[src/rtl/reg_check_harness.sv]
// reg_check_harness: runs the processor for a set number of cycles, traces
// every register-file write into a FIFO, then sweeps the regfile through
// read port A and compares each register against an expected-value ROM.
//
// state   | meaning
// --------+-----------------------------------------------------------
// S_IDLE  | waiting for start after reset
// S_RUN   | processor running, regfile writes captured into the trace
// S_CHECK | regfile swept via port A, one-stage compare pipeline
// S_DONE  | results held until start or reset
module reg_check_harness #(
    parameter int DATA_W      = 32,
    parameter int NUM_REGS    = 32,
    parameter int ADDR_W      = 5,
    parameter int CYC_W       = 16,
    parameter int TRACE_DEPTH = 16
) (
    input  logic              clock,
    input  logic              reset,
    input  logic              start,
    input  logic [CYC_W-1:0]  num_cycles,
    input  logic              rwe,
    input  logic [ADDR_W-1:0] rd,
    input  logic [DATA_W-1:0] rdata,
    output logic              test_mode,
    output logic [ADDR_W-1:0] test_addr,
    input  logic [DATA_W-1:0] reg_data,
    input  logic [DATA_W-1:0] exp_data,
    output logic              busy,
    output logic              done,
    output logic              pass,
    output logic [ADDR_W:0]   error_count,
    output logic              first_fail_valid,
    output logic [ADDR_W-1:0] first_fail_reg,
    input  logic              trace_pop,
    output logic              trace_valid,
    output logic [CYC_W-1:0]  trace_cycle,
    output logic [ADDR_W-1:0] trace_rd,
    output logic [DATA_W-1:0] trace_data,
    output logic              trace_overflow
);

    localparam int PTR_W = $clog2(TRACE_DEPTH);
    // r_chk counts 0..NUM_REGS; the final value is the compare drain cycle.
    localparam logic [ADDR_W:0] LAST_CHK = (ADDR_W+1)'(NUM_REGS);

    typedef enum logic [1:0] {S_IDLE, S_RUN, S_CHECK, S_DONE} state_t;

    state_t            r_state;
    state_t            w_next;
    logic [CYC_W-1:0]  r_cnt;
    logic [CYC_W-1:0]  r_n;
    logic [ADDR_W:0]   r_chk;
    logic              r_pipe_vld;
    logic [DATA_W-1:0] r_pipe_reg;
    logic [DATA_W-1:0] r_pipe_exp;
    logic [ADDR_W-1:0] r_pipe_addr;
    logic [ADDR_W:0]   r_err;
    logic              r_ffv;
    logic [ADDR_W-1:0] r_ffr;
    logic [PTR_W:0]    r_wr;
    logic [PTR_W:0]    r_rd;
    logic              r_ovf;
    logic [CYC_W-1:0]  r_mem_cyc  [TRACE_DEPTH];
    logic [ADDR_W-1:0] r_mem_rd   [TRACE_DEPTH];
    logic [DATA_W-1:0] r_mem_data [TRACE_DEPTH];

    logic w_start_ok;
    logic w_run_last;
    logic w_chk_last;
    logic w_capture;
    logic w_empty;
    logic w_full;
    logic w_pop;
    logic w_push;
    logic w_drop;

    assign w_start_ok = start && ((r_state == S_IDLE) || (r_state == S_DONE));
    // N=0 still spends one RUN cycle, but with capture suppressed.
    assign w_run_last = (r_n == '0) || (r_cnt == (r_n - CYC_W'(1)));
    assign w_chk_last = (r_chk == LAST_CHK);
    assign w_capture  = (r_state == S_RUN) && (r_n != '0) && rwe && (rd != '0);

    assign w_empty = (r_wr == r_rd);
    assign w_full  = (r_wr[PTR_W] != r_rd[PTR_W]) &&
                     (r_wr[PTR_W-1:0] == r_rd[PTR_W-1:0]);
    assign w_pop   = trace_pop && !w_empty;
    // A pop in the same cycle frees the slot, so a full FIFO still accepts.
    assign w_push  = w_capture && (!w_full || w_pop);
    assign w_drop  = w_capture && w_full && !w_pop;

    // State register.
    always_ff @(posedge clock) begin
        if (reset) r_state <= S_IDLE;
        else       r_state <= w_next;
    end

    // Next-state logic.
    always_comb begin
        w_next = r_state;
        case (r_state)
            S_IDLE:  if (start)      w_next = S_RUN;
            S_RUN:   if (w_run_last) w_next = S_CHECK;
            S_CHECK: if (w_chk_last) w_next = S_DONE;
            S_DONE:  if (start)      w_next = S_RUN;
            default:                 w_next = S_IDLE;
        endcase
    end

    // State-decoded outputs.
    always_comb begin
        busy      = (r_state == S_RUN) || (r_state == S_CHECK);
        done      = (r_state == S_DONE);
        test_mode = (r_state == S_CHECK);
        test_addr = ((r_state == S_CHECK) && !w_chk_last) ? r_chk[ADDR_W-1:0] : '0;
        pass      = (r_state == S_DONE) && (r_err == '0);
    end

    // Run-length latch and run-cycle counter.
    always_ff @(posedge clock) begin
        if (reset) begin
            r_cnt <= '0;
            r_n   <= '0;
        end else if (w_start_ok) begin
            r_cnt <= '0;
            r_n   <= num_cycles;
        end else if (r_state == S_RUN) begin
            r_cnt <= r_cnt + CYC_W'(1);
        end
    end

    // Register sweep, compare pipeline and error bookkeeping.
    always_ff @(posedge clock) begin
        if (reset) begin
            r_chk       <= '0;
            r_pipe_vld  <= 1'b0;
            r_pipe_reg  <= '0;
            r_pipe_exp  <= '0;
            r_pipe_addr <= '0;
            r_err       <= '0;
            r_ffv       <= 1'b0;
            r_ffr       <= '0;
        end else if (w_start_ok) begin
            r_chk      <= '0;
            r_pipe_vld <= 1'b0;
            r_err      <= '0;
            r_ffv      <= 1'b0;
            r_ffr      <= '0;
        end else if (r_state == S_CHECK) begin
            if (!w_chk_last) begin
                r_chk       <= r_chk + (ADDR_W+1)'(1);
                r_pipe_vld  <= 1'b1;
                r_pipe_reg  <= reg_data;
                r_pipe_exp  <= exp_data;
                r_pipe_addr <= r_chk[ADDR_W-1:0];
            end else begin
                r_pipe_vld  <= 1'b0;
            end
            if (r_pipe_vld && (r_pipe_reg != r_pipe_exp)) begin
                if (r_err != '1) r_err <= r_err + (ADDR_W+1)'(1);
                if (!r_ffv) begin
                    r_ffv <= 1'b1;
                    r_ffr <= r_pipe_addr;
                end
            end
        end
    end

    assign error_count      = r_err;
    assign first_fail_valid = r_ffv;
    assign first_fail_reg   = r_ffr;

    // Trace FIFO pointers and sticky overflow.
    always_ff @(posedge clock) begin
        if (reset) begin
            r_wr  <= '0;
            r_rd  <= '0;
            r_ovf <= 1'b0;
        end else if (w_start_ok) begin
            r_wr  <= '0;
            r_rd  <= '0;
            r_ovf <= 1'b0;
        end else begin
            if (w_push) r_wr  <= r_wr + (PTR_W+1)'(1);
            if (w_pop)  r_rd  <= r_rd + (PTR_W+1)'(1);
            if (w_drop) r_ovf <= 1'b1;
        end
    end

    // Trace FIFO storage; contents are don't-care while the FIFO is empty.
    always_ff @(posedge clock) begin
        if (w_push) begin
            r_mem_cyc[r_wr[PTR_W-1:0]]  <= r_cnt;
            r_mem_rd[r_wr[PTR_W-1:0]]   <= rd;
            r_mem_data[r_wr[PTR_W-1:0]] <= rdata;
        end
    end

    assign trace_valid    = !w_empty;
    assign trace_cycle    = w_empty ? '0 : r_mem_cyc[r_rd[PTR_W-1:0]];
    assign trace_rd       = w_empty ? '0 : r_mem_rd[r_rd[PTR_W-1:0]];
    assign trace_data     = w_empty ? '0 : r_mem_data[r_rd[PTR_W-1:0]];
    assign trace_overflow = r_ovf;

endmodule

[config.mk]
export PLATFORM = sky130hd
export DESIGN_NAME = reg_check_harness
export DESIGN_NICKNAME = d
export VERILOG_FILES = /design/src/rtl/reg_check_harness.sv
export SDC_FILE = /design/constraint.sdc
export NUM_CORES = 1
export LEC_CHECK = 0
export BUFFER_PORTS_ARGS = -buffer_cell sky130_fd_sc_hd__buf_4
export CORE_ASPECT_RATIO = 1.5
export CORE_UTILIZATION = 43
export DETAILED_ROUTE_END_ITERATION = 8
export PLACE_DENSITY_LB_ADDON = 0.1
export RECOVER_POWER = 50
export SKIP_LAST_GASP = 1
export SLEW_MARGIN = 15
export SYNTH_ARGS = -nofsm -noshare
export SYNTH_HDL_FRONTEND = slang
export SYNTH_SLANG_ARGS = --single-unit
export TNS_END_PERCENT = 10
[constraint.sdc]
create_clock -name clock -period 14.2 [get_ports clock]
set_clock_uncertainty 0.1 [all_clocks]
set_input_delay 2.84 -clock clock [delete_from_list [all_inputs] [get_ports clock]]
set_output_delay 2.84 -clock clock [all_outputs]
set_load 0.01 [all_outputs]
==> metrics.md <==
| Metric | Value |
|---|---|
| Worst Setup Start Kind | flop |
| Crit Path Max Fanout | 56 |
| Port Buffers | 197 |
| Syn_nets | 2,145 |
| Outcome | finished with violations |
| Final min period | between 7 and 8 ns |
| Clock Tree Buf Depth | 3 |
| Final wirelength | 89,000 um |
| Final worst slack | 6.83 ns |
| Final slew viol count | 118 |
| Final Hold Slack | approximately 0.36 ns |
| Worst-path cell chain | buf_4, buf_4, mux4_2, mux4_2, nor2b_1, buf_4 |
| Cell-internal power | 4.91 mW |
| Post-CTS Setup Inserts | 0 |
| Maxcap violations | 2 |
| Gpl congestion | 0.737 |
| Top cell by count, worst path | buf_4 |
| Worst path required time | roughly 11 ns |
| Largest net degree at the start of global routing | 94 |
| DR vias | 19.1k |
| Initial core utilization | 43.5% |
| EDFF count, synth | 848 |
| Initial drt markers | about 1.2k |
| Slew @ Worst Pin | 3.34 ns |
| Worst-Skew Late Latency | 0.66 ns |
| Netlist Area Pre-Place | 38,200 um^2 |
| Crit Reg-Reg Endpoint | r_pipe_exp[28] |
| Sw Share | 23.2% |
| Initial antenna violation count | 4 |
| Max frequency | 136 MHz |
| Number of global-route vias before repair | 20.6k |
| Asr flop ratio synth | 0% |
| Type of the worst min-delay path | reg2reg |
| Total core area | 87,900 um^2 |
| Layout cells sized above 1 | 26.4% |
| Sw power | 1.48 mW |
| Max reg flops | roughly 510 |
| Clock Sinks | 985 |
| Worst EP arrival | 4.43 ns |
| Syn Inst Count | 2,008 |
| Avg Vias per Cell | between 5 and 6 |
| Final hold viol count | 0 |
| WL/cell | 25.8 um |
| RSZ-0062 raised after global routing | false |
| Nets | 2,367 |
| Area share of the largest cell type after synthesis | 66.7% |
| Pre-antenna DRT Iters | 5 |
| Worst relative slew slack | -123% |
| Sequential share of power | 51.1% |
| Critical R2R Launch | r_state[0] |
| Failing checks | max-capacitance violations, max-slew violations |
| Clock network power share | 38.6% |
| FF-to-FF setup slack | 9.63 ns |
| Grt total ovfl | 0 |
| Setup WS pre-CTS | 7.51 ns |
| # resized after CTS | 0 |
| Crit path largest cell delay | 0.81 ns |
| Total negative slack | 0 ns |
| Distinct cells, synth | 42 |
| Hold depth | 2 |
| TritonCTS buffer count | 93 |
| Die Y | 367 um |
| CP Capture Type | output port |
| Setup crit end | trace_cycle[15] |
| Antenna-violating nets left | 0 |
| Worst setup path category | reg2out |
| Num ports | 198 |
| Delay-heaviest family, CP | buffers and inverters |
| # DRC | 0 |
| FILL cells | ~7.3k |
| Synth top area cells | edfxtp_1, mux4_2, dfxtp_1, nand2_1, xnor2_1 |
| Full die area | 90,000 um^2 |
| Post-CTS Hold Fix Bufs | 0 |
| Leakage power | 13.7 nW |
| Slowest CP cell | dfxtp_4 |
| P&R area growth vs syn | 15.2% |
| H-tree levels | 3 |
| Register area share after synthesis | 73.9% |
| Logic gate share of total power | 10.3% |
| Die W | 245 um |
| Synth Register Bits | 985 |
| Row count | 133 |
| First-pass GRT wire length | roughly 130,000 um |
| Synth warnings | 0 |
| WP depth | 6 |
| GRT Overall Usage | 20.1% |
| CTS tree | yes |
| Max VDD drop | 104 uV |
| Final Setup Violations | 0 |
| Main synth FF type | edfxtp_1 |
| Synthesized area per cell | 19.0 um^2 |
| HPWL after DPL | 48,800 um |
| Worst path bufs/invs | 3 |
| Power density cells | 145 nW/um^2 |
| Worst r2r path cells | 6 |
| Final Cycle Share | between 50% and 60% |
| Root buffer selected by CTS | clkbuf_16 |
| Cell accounting for the most synthesized area | edfxtp_1 |
| Worst-path clk slew | 0.06 ns |
[Yosys cell counts (all sizes together) (3+ instances only)]
master and instances:
or4 3, nor2b 58, buf 18, dfxtp 137, xor2 23, and2 8, clkbuf 88, mux2i 14
nand2 194, nand3 11, nand4 22, and3 7, nor3 13, edfxtp 848, ha 15, mux4 265
nor2 67, or3 5, a21oi 96, xnor2 59, nand2b 5, o21ai 9, inv 19, nor4 7
[per-stage QoR]
| step | power, mW | cells | utilization (%) | cell area [um^2] |
|---|---|---|---|---|
| after global routing | 6.63 | 3456 | 50.0 | 44000 |
| final | 6.39 | 3457 | 50.0 | 44000 |
| after CTS | 6.47 | 3456 | 50.2 | 44100 |
| after floorplan | 3.74 | 2008 | - | 38200 |
| after detailed placement | 4.00 | 3282 | 46.8 | 41100 |
| after global placement | 3.99 | 3282 | 46.8 | 41100 |
[layout make-up]
class	count	area, um^2	area share, %
inverter	19	71.3	0.162
tap	1147	1440	3.26
multi-input combinational	898	9630	21.9
sequential	985	28200	64.2
timing repair buffer	233	1600	3.63
antenna	1	2.50	0.00569
clock inverter	51	440	1.00
clock buffer	123	2580	5.86
[power by group through the flow]
stage	clock network (mW)	logic [mW]	registers, mW
6_report	2.47	0.657	3.27
4_1_cts	2.53	0.676	3.26
3_5_place_dp	0	0.675	3.33
3_3_place_gp	0	0.667	3.32
2_1_floorplan	0	0.429	3.31
5_1_grt	2.63	0.721	3.27
[worst min-delay path by stage]
stage,from,slack [ns],endpoint
detailed placement,r_pipe_addr[4],0.36,r_pipe_addr[4]
global placement,r_pipe_addr[1],0.35,r_pipe_addr[1]
CTS,r_pipe_addr[4],0.37,r_pipe_addr[4]
floorplan,r_pipe_addr[0],0.34,r_pipe_addr[0]
finish,r_pipe_addr[4],0.36,r_pipe_addr[4]
global route,r_pipe_addr[3],0.38,r_pipe_addr[3]
[kinds of logic after synthesis]
group / share of synthesized area [%]
multiplexers: 16.0
AO/OA/AOI/OAI: 1.58
buffers and inverters: 1.24
flip-flops: 73.9
AND/OR/NAND/NOR: 4.94
adder cells (fa/ha/maj): 0.491
XOR/XNOR: 1.88
[layout by cell type, fill, tap and decap left out, types with 2 or more instances in the layout]
| cell type | instances |
|---|---|
| nor2b_1 | 57 |
| nor4_1 | 7 |
| and3_1 | 7 |
| clkinv_1 | 25 |
| ha_1 | 15 |
| inv_1 | 19 |
| edfxtp_1 | 848 |
| and2_0 | 2 |
| nor2_1 | 55 |
| clkbuf_8 | 3 |
| nand2_1 | 193 |
| xnor2_1 | 59 |
| a21oi_1 | 96 |
| bufinv_16 | 7 |
| nor2_4 | 12 |
| clkinv_8 | 2 |
| or3_1 | 5 |
| a31oi_1 | 2 |
| nand2b_1 | 5 |
| dfxtp_1 | 133 |
| nand3_1 | 11 |
| xor2_1 | 23 |
| clkbuf_2 | 2 |
| buf_4 | 187 |
| or2_2 | 2 |
| o21ai_0 | 8 |
| dfxtp_4 | 4 |
| clkbuf_1 | 64 |
| mux4_2 | 265 |
| clkinvlp_4 | 2 |
| clkbuf_16 | 98 |
| and2_1 | 6 |
| nor3_2 | 4 |
| a211oi_1 | 2 |
| mux2i_1 | 14 |
| or4_1 | 2 |
| clkinv_2 | 12 |
| nor3_1 | 9 |
| nand4_1 | 22 |
[tightest hold or removal path, delay by kind of cell (launching register included)]
| family | cells | cell delay (ns) |
|---|---|---|
| flip-flops | 1 | 0.31 |
| AND/OR/NAND/NOR | 1 | 0.05 |
| AO/OA/AOI/OAI | 1 | 0.05 |
[per-layer routing]
metal / GRT usage (%) / part of all wire (%)
met1: 24.8 / 40
met2: 36.0 / 53
met3: 3.59 / 4.7
met4: 5.38 / 2.1
met5: 0 / 0.020
No activity file was read; power rests on OpenSTA's default activity.
